## src/rtl/adpcm_capture_sequencer_pkg.sv

```systemverilog
// Shared types and constants for the ADPCM capture sequencer slice.
package adpcm_pkg;

    // Sequencer operating states
    typedef enum logic [1:0] {
        ST_IDLE   = 2'd0,
        ST_WARMUP = 2'd1,
        ST_RUN    = 2'd2,
        ST_DRAIN  = 2'd3
    } state_t;

    localparam int CODE_W = 4;
    localparam int BYTE_W = 8;
    localparam logic [7:0] PAD_BYTE = 8'h00;

    // Counter width able to hold 0..n-1, never narrower than one bit
    function automatic int cnt_width(input int n);
        return (n > 1) ? $clog2(n) : 1;
    endfunction

endpackage

```

## src/rtl/adpcm_capture_sequencer_if.sv

```systemverilog
// Byte stream output of the capture sequencer: valid/ready with frame marker.
interface adpcm_capture_sequencer_if;
    import adpcm_pkg::*;

    logic [BYTE_W-1:0] out_data;
    logic              out_valid;
    logic              out_ready;
    logic              out_last;

    modport master (output out_data, output out_valid, output out_last, input out_ready);
    modport slave  (input out_data, input out_valid, input out_last, output out_ready);

endinterface

```

## src/rtl/adpcm_byte_fifo.sv

```systemverilog
// Small synchronous FIFO holding {last, data} entries; head is presented
// continuously and reads as zero while empty.
module adpcm_byte_fifo
    import adpcm_pkg::*;
#(
    parameter int DEPTH = 4,
    parameter int WIDTH = 9
) (
    input  logic             clk,
    input  logic             rst,
    input  logic             push,
    input  logic [WIDTH-1:0] wdata,
    input  logic             pop,
    output logic [WIDTH-1:0] rdata,
    output logic             full,
    output logic             empty,
    output logic             one_left
);

    localparam int AW = cnt_width(DEPTH);

    logic [WIDTH-1:0] mem_r [DEPTH];
    logic [AW-1:0]    wr_ptr_r;
    logic [AW-1:0]    rd_ptr_r;
    logic [AW:0]      count_r;
    logic             do_pop_s;
    logic             do_push_s;

    assign full      = (count_r == (AW+1)'(DEPTH));
    assign empty     = (count_r == (AW+1)'(0));
    assign one_left  = (count_r == (AW+1)'(1));
    assign do_pop_s  = pop && !empty;
    assign do_push_s = push && (!full || do_pop_s);

    // Head entry, masked to zero when nothing is stored
    always_comb begin
        rdata = {WIDTH{1'b0}};
        if (!empty) begin
            rdata = mem_r[rd_ptr_r];
        end else begin
            rdata = {WIDTH{1'b0}};
        end
    end

    // Storage array write port
    always_ff @(posedge clk) begin
        if (do_push_s) begin
            mem_r[wr_ptr_r] <= wdata;
        end
    end

    // Pointer and occupancy bookkeeping
    always_ff @(posedge clk) begin
        if (rst) begin
            wr_ptr_r <= {AW{1'b0}};
            rd_ptr_r <= {AW{1'b0}};
            count_r  <= {(AW+1){1'b0}};
        end else begin
            if (do_push_s) begin
                wr_ptr_r <= (wr_ptr_r == AW'(DEPTH-1)) ? {AW{1'b0}} : wr_ptr_r + AW'(1);
            end
            if (do_pop_s) begin
                rd_ptr_r <= (rd_ptr_r == AW'(DEPTH-1)) ? {AW{1'b0}} : rd_ptr_r + AW'(1);
            end
            case ({do_push_s, do_pop_s})
                2'b10:   count_r <= count_r + (AW+1)'(1);
                2'b01:   count_r <= count_r - (AW+1)'(1);
                default: count_r <= count_r;
            endcase
        end
    end

endmodule

```

## src/rtl/adpcm_capture_sequencer.sv

```systemverilog
// Capture sequencer: PDM clock/strobe generation, warm-up discard, nibble
// packing, framing with end-of-capture padding, and buffered byte output.
module adpcm_capture_sequencer
    import adpcm_pkg::*;
#(
    parameter int PDM_DIV    = 4,
    parameter int DECIM      = 64,
    parameter int WARMUP     = 4,
    parameter int FRAME_LEN  = 16,
    parameter int FIFO_DEPTH = 4
) (
    input  logic              clk,
    input  logic              rst,
    input  logic              start,
    input  logic              stop,
    output logic              busy,
    output logic              pdm_clk_out,
    output logic              pdm_clk_en,
    output logic              dec_strobe,
    output logic              blk_en,
    input  logic              enc_valid,
    input  logic [CODE_W-1:0] enc_code,
    output logic              overflow,
    adpcm_capture_sequencer_if.master out_bus
);

    localparam int DIV_W = cnt_width(PDM_DIV);
    localparam int BIT_W = cnt_width(DECIM);
    localparam int WRM_W = cnt_width(WARMUP + 1);
    localparam int BYC_W = cnt_width(FRAME_LEN);

    state_t             state_r, state_next_s;
    logic [DIV_W-1:0]   div_cnt_r, div_next_s;
    logic [BIT_W-1:0]   bit_cnt_r, bit_next_s;
    logic [WRM_W-1:0]   warm_cnt_r, warm_next_s;
    logic [BYC_W-1:0]   byte_cnt_r, byte_next_s;
    logic [CODE_W-1:0]  nib_r, nib_next_s;
    logic               pend_r, pend_next_s;
    logic               ovf_next_s;
    logic               busy_r, pdm_clk_out_r, pdm_clk_en_r, dec_strobe_r, blk_en_r, overflow_r;

    logic               code_fire_s;
    logic               byte_last_s;
    logic [BYC_W-1:0]   byte_inc_s;
    logic               active_now_s;
    logic               active_next_s;
    logic               push_s;
    logic [BYTE_W-1:0]  push_data_s;
    logic               push_last_s;
    logic               pop_s;
    logic [BYTE_W:0]    head_s;
    logic               fifo_full_s;
    logic               fifo_empty_s;
    logic               fifo_one_s;

    assign code_fire_s   = blk_en_r && enc_valid;
    assign byte_last_s   = (byte_cnt_r == BYC_W'(FRAME_LEN-1));
    assign byte_inc_s    = byte_last_s ? {BYC_W{1'b0}} : byte_cnt_r + BYC_W'(1);
    assign active_now_s  = (state_r == ST_WARMUP) || (state_r == ST_RUN);
    assign pop_s         = out_bus.out_valid && out_bus.out_ready;

    // Next-state, counter, packing and drain decisions
    always_comb begin
        state_next_s = state_r;
        div_next_s   = div_cnt_r;
        bit_next_s   = bit_cnt_r;
        warm_next_s  = warm_cnt_r;
        byte_next_s  = byte_cnt_r;
        nib_next_s   = nib_r;
        pend_next_s  = pend_r;
        ovf_next_s   = overflow_r;
        push_s       = 1'b0;
        push_data_s  = PAD_BYTE;
        push_last_s  = 1'b0;

        case (state_r)
            ST_IDLE: begin
                if (start && !stop) begin
                    state_next_s = (WARMUP == 0) ? ST_RUN : ST_WARMUP;
                    bit_next_s   = {BIT_W{1'b0}};
                    warm_next_s  = {WRM_W{1'b0}};
                    byte_next_s  = {BYC_W{1'b0}};
                    pend_next_s  = 1'b0;
                    ovf_next_s   = 1'b0;
                end else begin
                    state_next_s = ST_IDLE;
                end
            end
            ST_WARMUP: begin
                if (stop) begin
                    state_next_s = ST_DRAIN;
                end else if (code_fire_s) begin
                    if (warm_cnt_r == WRM_W'(WARMUP-1)) begin
                        state_next_s = ST_RUN;
                    end else begin
                        warm_next_s = warm_cnt_r + WRM_W'(1);
                    end
                end else begin
                    state_next_s = ST_WARMUP;
                end
            end
            ST_RUN: begin
                // A code arriving with stop is still packed: the block was enabled
                if (code_fire_s) begin
                    if (!pend_r) begin
                        nib_next_s  = enc_code;
                        pend_next_s = 1'b1;
                    end else begin
                        push_s      = 1'b1;
                        push_data_s = {enc_code, nib_r};
                        push_last_s = byte_last_s;
                        byte_next_s = byte_inc_s;
                        pend_next_s = 1'b0;
                    end
                end else begin
                    pend_next_s = pend_r;
                end
                if (stop) begin
                    state_next_s = ST_DRAIN;
                end else begin
                    state_next_s = ST_RUN;
                end
            end
            ST_DRAIN: begin
                if (pend_r) begin
                    push_s      = 1'b1;
                    push_data_s = {{CODE_W{1'b0}}, nib_r};
                    push_last_s = byte_last_s;
                    byte_next_s = byte_inc_s;
                    pend_next_s = 1'b0;
                end else if (byte_cnt_r != {BYC_W{1'b0}}) begin
                    push_s      = 1'b1;
                    push_data_s = PAD_BYTE;
                    push_last_s = byte_last_s;
                    byte_next_s = byte_inc_s;
                end else if (fifo_empty_s || (fifo_one_s && pop_s)) begin
                    // Leave as the final byte departs so busy drops right after it
                    state_next_s = ST_IDLE;
                end else begin
                    state_next_s = ST_DRAIN;
                end
            end
            default: begin
                state_next_s = ST_IDLE;
            end
        endcase

        active_next_s = (state_next_s == ST_WARMUP) || (state_next_s == ST_RUN);

        if (active_now_s && active_next_s) begin
            div_next_s = (div_cnt_r == DIV_W'(PDM_DIV-1)) ? {DIV_W{1'b0}} : div_cnt_r + DIV_W'(1);
            if (pdm_clk_en_r) begin
                bit_next_s = (bit_cnt_r == BIT_W'(DECIM-1)) ? {BIT_W{1'b0}} : bit_cnt_r + BIT_W'(1);
            end else begin
                bit_next_s = bit_cnt_r;
            end
        end else begin
            div_next_s = {DIV_W{1'b0}};
        end

        // A dropped byte has already advanced byte_cnt above, keeping frames aligned
        if (push_s && fifo_full_s && !pop_s) begin
            ovf_next_s = 1'b1;
        end else begin
            ovf_next_s = ovf_next_s;
        end
    end

    // State, counters and registered control outputs
    always_ff @(posedge clk) begin
        if (rst) begin
            state_r       <= ST_IDLE;
            div_cnt_r     <= {DIV_W{1'b0}};
            bit_cnt_r     <= {BIT_W{1'b0}};
            warm_cnt_r    <= {WRM_W{1'b0}};
            byte_cnt_r    <= {BYC_W{1'b0}};
            nib_r         <= {CODE_W{1'b0}};
            pend_r        <= 1'b0;
            overflow_r    <= 1'b0;
            busy_r        <= 1'b0;
            pdm_clk_out_r <= 1'b0;
            pdm_clk_en_r  <= 1'b0;
            dec_strobe_r  <= 1'b0;
            blk_en_r      <= 1'b0;
        end else begin
            state_r       <= state_next_s;
            div_cnt_r     <= div_next_s;
            bit_cnt_r     <= bit_next_s;
            warm_cnt_r    <= warm_next_s;
            byte_cnt_r    <= byte_next_s;
            nib_r         <= nib_next_s;
            pend_r        <= pend_next_s;
            overflow_r    <= ovf_next_s;
            busy_r        <= (state_next_s != ST_IDLE);
            pdm_clk_out_r <= active_next_s && (div_next_s < DIV_W'(PDM_DIV/2));
            pdm_clk_en_r  <= active_next_s && (div_next_s == DIV_W'(PDM_DIV-1));
            dec_strobe_r  <= active_next_s && (div_next_s == DIV_W'(PDM_DIV-1))
                             && (bit_next_s == BIT_W'(DECIM-1));
            blk_en_r      <= active_next_s;
        end
    end

    adpcm_byte_fifo #(
        .DEPTH (FIFO_DEPTH),
        .WIDTH (BYTE_W + 1)
    ) u_fifo (
        .clk      (clk),
        .rst      (rst),
        .push     (push_s),
        .wdata    ({push_last_s, push_data_s}),
        .pop      (pop_s),
        .rdata    (head_s),
        .full     (fifo_full_s),
        .empty    (fifo_empty_s),
        .one_left (fifo_one_s)
    );

    assign busy              = busy_r;
    assign pdm_clk_out       = pdm_clk_out_r;
    assign pdm_clk_en        = pdm_clk_en_r;
    assign dec_strobe        = dec_strobe_r;
    assign blk_en            = blk_en_r;
    assign overflow          = overflow_r;
    assign out_bus.out_data  = head_s[BYTE_W-1:0];
    assign out_bus.out_last  = head_s[BYTE_W];
    assign out_bus.out_valid = !fifo_empty_s;

endmodule

```

## src/flat_wrapper.sv

```systemverilog
// flat-port wrapper written by rule: the top's interface ports become plain ports
module adpcm_capture_sequencer_flat import adpcm_pkg::*;
#(
    parameter int PDM_DIV    = 4,
    parameter int DECIM      = 64,
    parameter int WARMUP     = 4,
    parameter int FRAME_LEN  = 16,
    parameter int FIFO_DEPTH = 4
)
  (clk, rst, start, stop, busy, pdm_clk_out, pdm_clk_en, dec_strobe, blk_en, enc_valid, enc_code, overflow, out_bus_out_data, out_bus_out_valid, out_bus_out_last, out_bus_out_ready);
  adpcm_capture_sequencer_if out_bus_i ();
  input  logic clk;
  input  logic rst;
  input  logic start;
  input  logic stop;
  output logic busy;
  output logic pdm_clk_out;
  output logic pdm_clk_en;
  output logic dec_strobe;
  output logic blk_en;
  input  logic enc_valid;
  input  logic [CODE_W-1:0] enc_code;
  output logic overflow;
  output wire logic [$bits(out_bus_i.out_data)-1:0] out_bus_out_data;
  output wire logic [$bits(out_bus_i.out_valid)-1:0] out_bus_out_valid;
  output wire logic [$bits(out_bus_i.out_last)-1:0] out_bus_out_last;
  input wire logic [$bits(out_bus_i.out_ready)-1:0] out_bus_out_ready;
  assign out_bus_out_data = out_bus_i.out_data;
  assign out_bus_out_valid = out_bus_i.out_valid;
  assign out_bus_out_last = out_bus_i.out_last;
  assign out_bus_i.out_ready = out_bus_out_ready;
  adpcm_capture_sequencer #(.PDM_DIV(PDM_DIV), .DECIM(DECIM), .WARMUP(WARMUP), .FRAME_LEN(FRAME_LEN), .FIFO_DEPTH(FIFO_DEPTH)) u_core (.clk(clk), .rst(rst), .start(start), .stop(stop), .busy(busy), .pdm_clk_out(pdm_clk_out), .pdm_clk_en(pdm_clk_en), .dec_strobe(dec_strobe), .blk_en(blk_en), .enc_valid(enc_valid), .enc_code(enc_code), .overflow(overflow), .out_bus(out_bus_i));
endmodule
```

## config.mk

```make
export PLATFORM = sky130hd
export DESIGN_NAME = adpcm_capture_sequencer_flat
export DESIGN_NICKNAME = d
export VERILOG_FILES = /design/src/rtl/adpcm_capture_sequencer_pkg.sv /design/src/rtl/adpcm_capture_sequencer_if.sv /design/src/rtl/adpcm_byte_fifo.sv /design/src/rtl/adpcm_capture_sequencer.sv /design/src/flat_wrapper.sv
export SDC_FILE = /design/constraint.sdc
export NUM_CORES = 1
export LEC_CHECK = 0
export CAP_MARGIN = 20
export CORE_ASPECT_RATIO = 1.75
export CORE_UTILIZATION = 54
export CTS_BUF_LIST = sky130_fd_sc_hd__clkbuf_4
export DETAILED_ROUTE_END_ITERATION = 12
export PLACE_DENSITY = 0.78
export REMOVE_ABC_BUFFERS = 1
export SLEW_MARGIN = 10
export SYNTH_ARGS = -nofsm -noshare
export SYNTH_HDL_FRONTEND = slang
export SYNTH_SLANG_ARGS = --single-unit
```

## constraint.sdc

```tcl
create_clock -name clk -period 2.7 [get_ports clk]
set_clock_uncertainty 0.05 [all_clocks]
set_input_delay 0.54 -clock clk [delete_from_list [all_inputs] [get_ports clk]]
set_output_delay 0.54 -clock clk [all_outputs]
set_load 0.01 [all_outputs]
```

==> results.md <==
* Sw power at 0.855 mW
* CP Launch Type: flop
* Full die area at 6660 um2
* Most common cell after layout, fill and taps aside: edfxtp_1
* Yosys warns at 0
* Post-DP HPWL at 4.73 mm
* Starting Density at 0.557
* Hold EP: u_core.warm_cnt_r[2]
* Clk sinks at 73
* Hold_sp: u_core.warm_cnt_r[2]
* Worst-path maximum fanout at 4
* Post-DR vias/cell at 5.61
* Fin crit share at 0.982
* Reg clk slew, reported paths at 0.12 ns
* Rows at 38
* Clk_lat worst skew at 0.42 ns
* Per-cell routed wire length at 16.6 um
* Most used DFF post-synth: dfxtp_1
* Setup CP Type: reg -> out
* Initial antenna violation count at 0
* RR Endpoint: u_core.dec_strobe
* Register area share after synthesis at 0.534
* Core Area at 6130 um2
* Final Hold Viols at 0
* Pwr dens at 639 nW/um2
* Fin util at 0.717
* Detailed Routing Iterations Pass 1 at 4
* Hold buffer count at CTS at 0
* Sw frac at 0.304
* Largest net degree at the start of global routing at 31
* Syn_area_per_cell at 11.3 um2
* Die Wd at 62.1 um
* Total Routing Usage GR at 0.222
* Area delta synth->final at 28.8%
* Mapped Area at 3410 um2
* Post-synth EDFFs at 36
* Arrival @ worst endpoint at 2.06 ns
* Vias post-DR at 2537
* Clk root buf: clkbuf_4
* VDD IR-drop max at 0.389 mV
* Logic pwr share at 0.352
* Max incr delay on CP at 0.49 ns
* Post-Syn Instances at 301
* Reg2reg path depth at 12
* Antenna Cells at 0
* Die span in y at 107 um
* R2R setup slack at 0.05 ns
* Asr flop ratio synth at 0
* I/O Buffers at 25
* DRT iter0 DRCs at 79
* Multi-input logic area at 1670 um2
* Final Max Tran Viols at 0
* Reg power frac at 0.447
* Crit end category: primary output
* Most frequent cells in the layout: edfxtp_1, dfxtp_1, buf_4
* Data required, critical path at 2.11 ns
* Outcome: finished clean
* Worst-path cell chain: clkbuf_16 -> mux4_2 -> and2_1 -> clkdlybuf4s50_1
* Slowest cell on the critical path: mux4_2
* Post-Route WL at 7.52 mm
* Clock Power Share at 0.202
* CTS tree: done
* Achievable frequency at 377 MHz
* Pleak at 1.74 nW
* Least-Margin Pin Slew at 0.541 ns
* Post-layout nets at 398
* Hold path cells at 2
* Fin crit period at 2.65 ns
* Register bit count reported by yosys at 73
* Clock buffer depth at 2
* DRC at 0
* MaxCap Viol Count at 0
* FF/Latch Area at 1830 um2
* Int Power at 1.95 mW
* Setup repair after global routing missed its margin: true
* Detail Route Antenna Nets at 0
* H-Tree Depth at 3
* Final count of negative-setup-slack endpoints at 0
* Gpl congestion at 0.819
* Worst hold path type: reg -> reg
* Ports at 26
* First-pass GRT wire length at 11.2 mm
* Synth unique cells at 46
* Fraction of layout cells with a size suffix above 1 at 0.263
* # fillers at 425
* Hold_ws at 0.432 ns
* Relative slew slack at 0.636
* Total grt overflow at 0
* Number of global-route vias before repair at 2498
* Reg-to-reg startpoint: u_core.byte_cnt_r[1]
* CTS buffer count at 9
[cell families after synthesis]
logic type               Yosys count  synth area share
AND/OR/NAND/NOR                  117             0.184
flip-flops                        73             0.534
AO/OA/AOI/OAI                     49            0.0891
adder cells (fa/ha/maj)           21            0.0770
buffers and inverters             20            0.0227
multiplexers                      18            0.0858
XOR/XNOR                           3           0.00770
[per-layer routing]
layer	up-vias	wire, um	track usage
li1	1237	-	-
met1	1218	2660	0.214
met2	63	4360	0.427
met3	19	278	0.0383
met4	0	227	0.138
met5	-	0	0
[critical path: cells and delay by family (launching register included)]
family        cells  cell delay (ns)
simple gates      1             0.16
mux               1             0.49
flops             1             0.38
buf+inv           2             0.60
[registers in the layout, indices dropped and copies added (netlist names), named ones only]
signal                  flops
u_core.u_fifo.count_r       3
u_core.state_r              2
u_core.warm_cnt_r           3
u_core.u_fifo.mem_r        36
u_core.div_cnt_r            2
u_core.nib_r                4
u_core.u_fifo.rd_ptr_r      2
u_core.u_fifo.wr_ptr_r      2
u_core.dec_strobe           1
u_core.pdm_clk_out          1
u_core.bit_cnt_r            6
u_core.pdm_clk_en           1
u_core.pend_r               1
u_core.busy                 1
u_core.byte_cnt_r           4
u_core.blk_en               1
u_core.overflow             1
[synth_stat cells, drive strengths merged, types with 5 or more instances]
library cell / n / area share
nor2b: 7 / 0.013
mux2i: 9 / 0.026
a21oi: 20 / 0.030
mux4: 9 / 0.059
dfxtp: 37 / 0.22
ha: 21 / 0.077
o21ai: 12 / 0.018
edfxtp: 36 / 0.32
nor2: 31 / 0.034
nand2: 21 / 0.023
inv: 9 / 0.0099
clkbuf: 9 / 0.0099
nand3: 5 / 0.0073
nand2b: 5 / 0.011
and2: 24 / 0.044
[power by group through the flow]
stage	Clock (mW)	Sequential (mW)	Combinational (mW)
after floorplan	0	1.28	0.422
after global placement	0	1.26	0.785
after detailed placement	0	1.26	0.799
after CTS	0.573	1.24	0.856
after global routing	0.635	1.26	1.06
final	0.566	1.26	0.988
[cell type report]
type	count	share of cell area
Sequential cell	73	0.416
Timing Repair Buffer	65	0.148
Multi-Input combinational cell	209	0.380
Inverter	9	0.00768
Clock inverter	6	0.00825
Tap cell	80	0.0228
Clock buffer	10	0.0171
[per-stage QoR]
step	worst slack [ns]	TNS, ns	cells	instance area, um2	total power [mW]
floorplan	0.0114	0	290	3370	1.70
global placement	-0.303	-0.984	421	3970	2.05
detailed placement	-0.471	-1.89	421	3970	2.06
CTS	-0.0664	-0.0664	446	4230	2.67
global route	-0.0961	-0.184	452	4400	2.96
finish	0.0478	0	452	4400	2.81
[worst max path at each step]
| stage | start | endpoint | slack (ns) |
|---|---|---|---|
| CTS | u_core.byte_cnt_r[0] | u_core.dec_strobe | -0.07 |
| detailed placement | out_bus_out_ready | u_core.dec_strobe | -0.47 |
| floorplan | u_core.byte_cnt_r[0] | u_core.dec_strobe | 0.01 |
| finish | flop | out_bus_out_data[5] | 0.05 |
| global route | u_core.byte_cnt_r[1] | u_core.dec_strobe | -0.1 |
| global placement | out_bus_out_ready | u_core.dec_strobe | -0.30 |
[timing repair]
action                     4_1_cts  5_1_grt
pin swaps                       10        5
gates cloned                     0        2
setup endpoints to repair       14       16
hold endpoints to repair         0        0
buffers inserted                 9        4
gates resized for setup         21       28
Note: power is estimated with default switching activity, not from simulation.
==> RTL edit (config.mk and constraints unchanged) <==
`FIFO_DEPTH` is set to 4 in 2 places; all go to 2.
--- a/src/rtl/adpcm_capture_sequencer.sv
+++ b/src/rtl/adpcm_capture_sequencer.sv
@@ -7,7 +7,7 @@
     parameter int DECIM      = 64,
     parameter int WARMUP     = 4,
     parameter int FRAME_LEN  = 16,
-    parameter int FIFO_DEPTH = 4
+    parameter int FIFO_DEPTH = 2
 ) (
     input  logic              clk,
     input  logic              rst,
--- a/src/flat_wrapper.sv
+++ b/src/flat_wrapper.sv
@@ -5,7 +5,7 @@
     parameter int DECIM      = 64,
     parameter int WARMUP     = 4,
     parameter int FRAME_LEN  = 16,
-    parameter int FIFO_DEPTH = 4
+    parameter int FIFO_DEPTH = 2
 )
   (clk, rst, start, stop, busy, pdm_clk_out, pdm_clk_en, dec_strobe, blk_en, enc_valid, enc_code, overflow, out_bus_out_data, out_bus_out_valid, out_bus_out_last, out_bus_out_ready);
   adpcm_capture_sequencer_if out_bus_i ();
Function: changed (a bounded check fails within 10 cycles, from zero or initial values and one cycle with rst high).
==> RTL edit against the unedited design <==
  * The flow now finishes with violations (setup timing)
  * Power down 33%
  * Highest routed layer unchanged
  * Worst setup slack got worse by 140 ps
  * Final area decreased by 25%
  * Sequential cell count is 22 lower
  * Wire length down 22%
  * First-iteration DRC count is 6.3% higher
  * Area after synthesis is 26% lower
  * Final cell count fell by 17%
  * Global-route usage grew 2.7 points
  * Count of clock-buffer cells in the layout decreased by 5
==> RTL edit: results <==
[outcome]
outcome = "complete, but fails checks"
violations = "setup timing"

[power]
internal_power_mw = 1.35
power.leakage_nw = 1.24
peakVddDrop_uv = 690

[detailed_routing]
viasPerCell = 5.78
drtIter0Drc = 84
dr.pass1.iters = 5
routed_wl_microns = 5860

[timing]
tightest_slew_ps = 517
layout_setup_ws_ps = -91.5
setup_viol = 2

[grt]
grt_pass1_wl_microns = 9000
gr-total-overflow = 0
antenna_found_initial = 0
grt.total_usage_pct = 25.0
grt_pass1_vias = 2134
grt_max_degree = 29

[clock_network]
cts.path.max_buffers = 2
numCtsBuffers = 5
clkLatencyLatePin_ps = 370
cts_root_buf = "clkbuf_4"
clkTransAtPathRegs_ps = 150
h-tree-depth = 2

[placed_design]
dp_worst_setup_slack_ps = -519
hpwl_microns = 4000
port_buffers = 25
gp_congestion = 0.843

[synthesis]
yosysSeqAreaShare_pct = 47.4
synth-edff-count = 18
synth_top_area_share_pct = 26.1
synth_common_cells = "dfxtp_1, nor2_1, nand2_1, a21oi_1, edfxtp_1"
yosysWarnings = 0
synth_cell_types = 51
synth-async-reset-ratio_pct = 0
yosys-top-cells-area = "dfxtp_1, edfxtp_1, ha_1"

[hold_path]
holdCritPathClass = "reg2reg"
whs_path_depth = 2

[layout]
final_layout_size_suffix_gt1_share_pct = 21.1
nets = 346
top_regs = "u_core.u_fifo.mem_r (18), u_core.bit_cnt_r (6)"
fillers = 320
antenna_cells = 0

[critical_path]
crit_fanout = 4
arrival_ps = 3020
reg2reg_depth = 12

[floorplan]
die-area_sq_mm = 0.00498
-- RTL edit: path summary, 6_finish.rpt --
check	startpoint	end	slack [ps]
worst min register to register	u_core.nib_r[1]	u_core.nib_r[1]	410
worst max register to register	u_core.byte_cnt_r[0]	u_core.dec_strobe	-10
worst min-delay path	u_core.nib_r[1]	u_core.nib_r[1]	410
worst max-delay path	enc_valid	u_core.dec_strobe	-90
-- RTL edit: final cells by class --
| type | count | area, sq um | area share [%] |
|---|---|---|---|
| clock buffers | 5 | 37.5 | 1.13 |
| clock inverters | 3 | 67.6 | 2.04 |
| inverters | 12 | 45.0 | 1.36 |
| multi-input cells | 193 | 1380 | 41.7 |
| flip-flops and latches | 51 | 1200 | 36.3 |
| well taps | 51 | 63.8 | 1.93 |
| repair buffers | 58 | 514 | 15.5 |
-- RTL edit: power by group through the flow --
stage	Sequential (mW)	Clock [mW]	Combinational [mW]
4_1_cts	0.861	0.535	0.478
6_report	0.859	0.531	0.498
3_5_place_dp	0.877	0	0.464
5_1_grt	0.868	0.560	0.558
2_1_floorplan	0.868	0	0.278
3_3_place_gp	0.875	0	0.448
-- RTL edit: critical path: stages --
cell             delay, ps
clkdlybuf4s50_1        510
nand2_1                150
o21bai_1               200
a21oi_1                140
a31o_4                 290
ha_4                   320
and2_1                 160
o21ai_0                120
nor2_1                 210
o211ai_1               140
a2111oi_2              240
-- RTL edit: through the flow --
| step | hold WS (ps) | util [%] | cells | TNS, ps | instance area, sq um |
|---|---|---|---|---|---|
| finish | 411 | 74.5 | 373 | -139 | 3310 |
| global route | 432 | 74.5 | 373 | -370 | 3310 |
| CTS | 403 | 71.7 | 368 | 0 | 3190 |
| detailed placement | 384 | 68.5 | 360 | -1450 | 3050 |
| global placement | 381 | 68.5 | 360 | -896 | 3050 |
| floorplan | 362 | - | 255 | 0 | 2500 |
-- RTL edit: timing repair --
item	4_1_cts	5_1_grt
endpoints found under the setup margin	2	2
gates resized for setup	6	19
pin swaps	2	8
gates cloned	0	1
buffers inserted	0	4
-- RTL edit: cells by family after synthesis --
family | after synthesis | synth area share, %
fa+ha+maj | 15 | 7.40
buf+inv | 20 | 3.11
xor+xnor | 4 | 1.38
mux | 12 | 4.74
compound gates | 48 | 12.8
flops | 51 | 47.4
simple gates | 113 | 23.2
-- RTL edit: routing by layer --
metal	GRT usage (%)	share of wire, %	routed length (microns)	vias up
li1	-	-	-	1040
met1	22.2	34	2010	996
met2	45.7	57	3310	89
met3	4.76	4.4	255	31
met4	17.8	4.8	279	0
met5	0	0	0	-
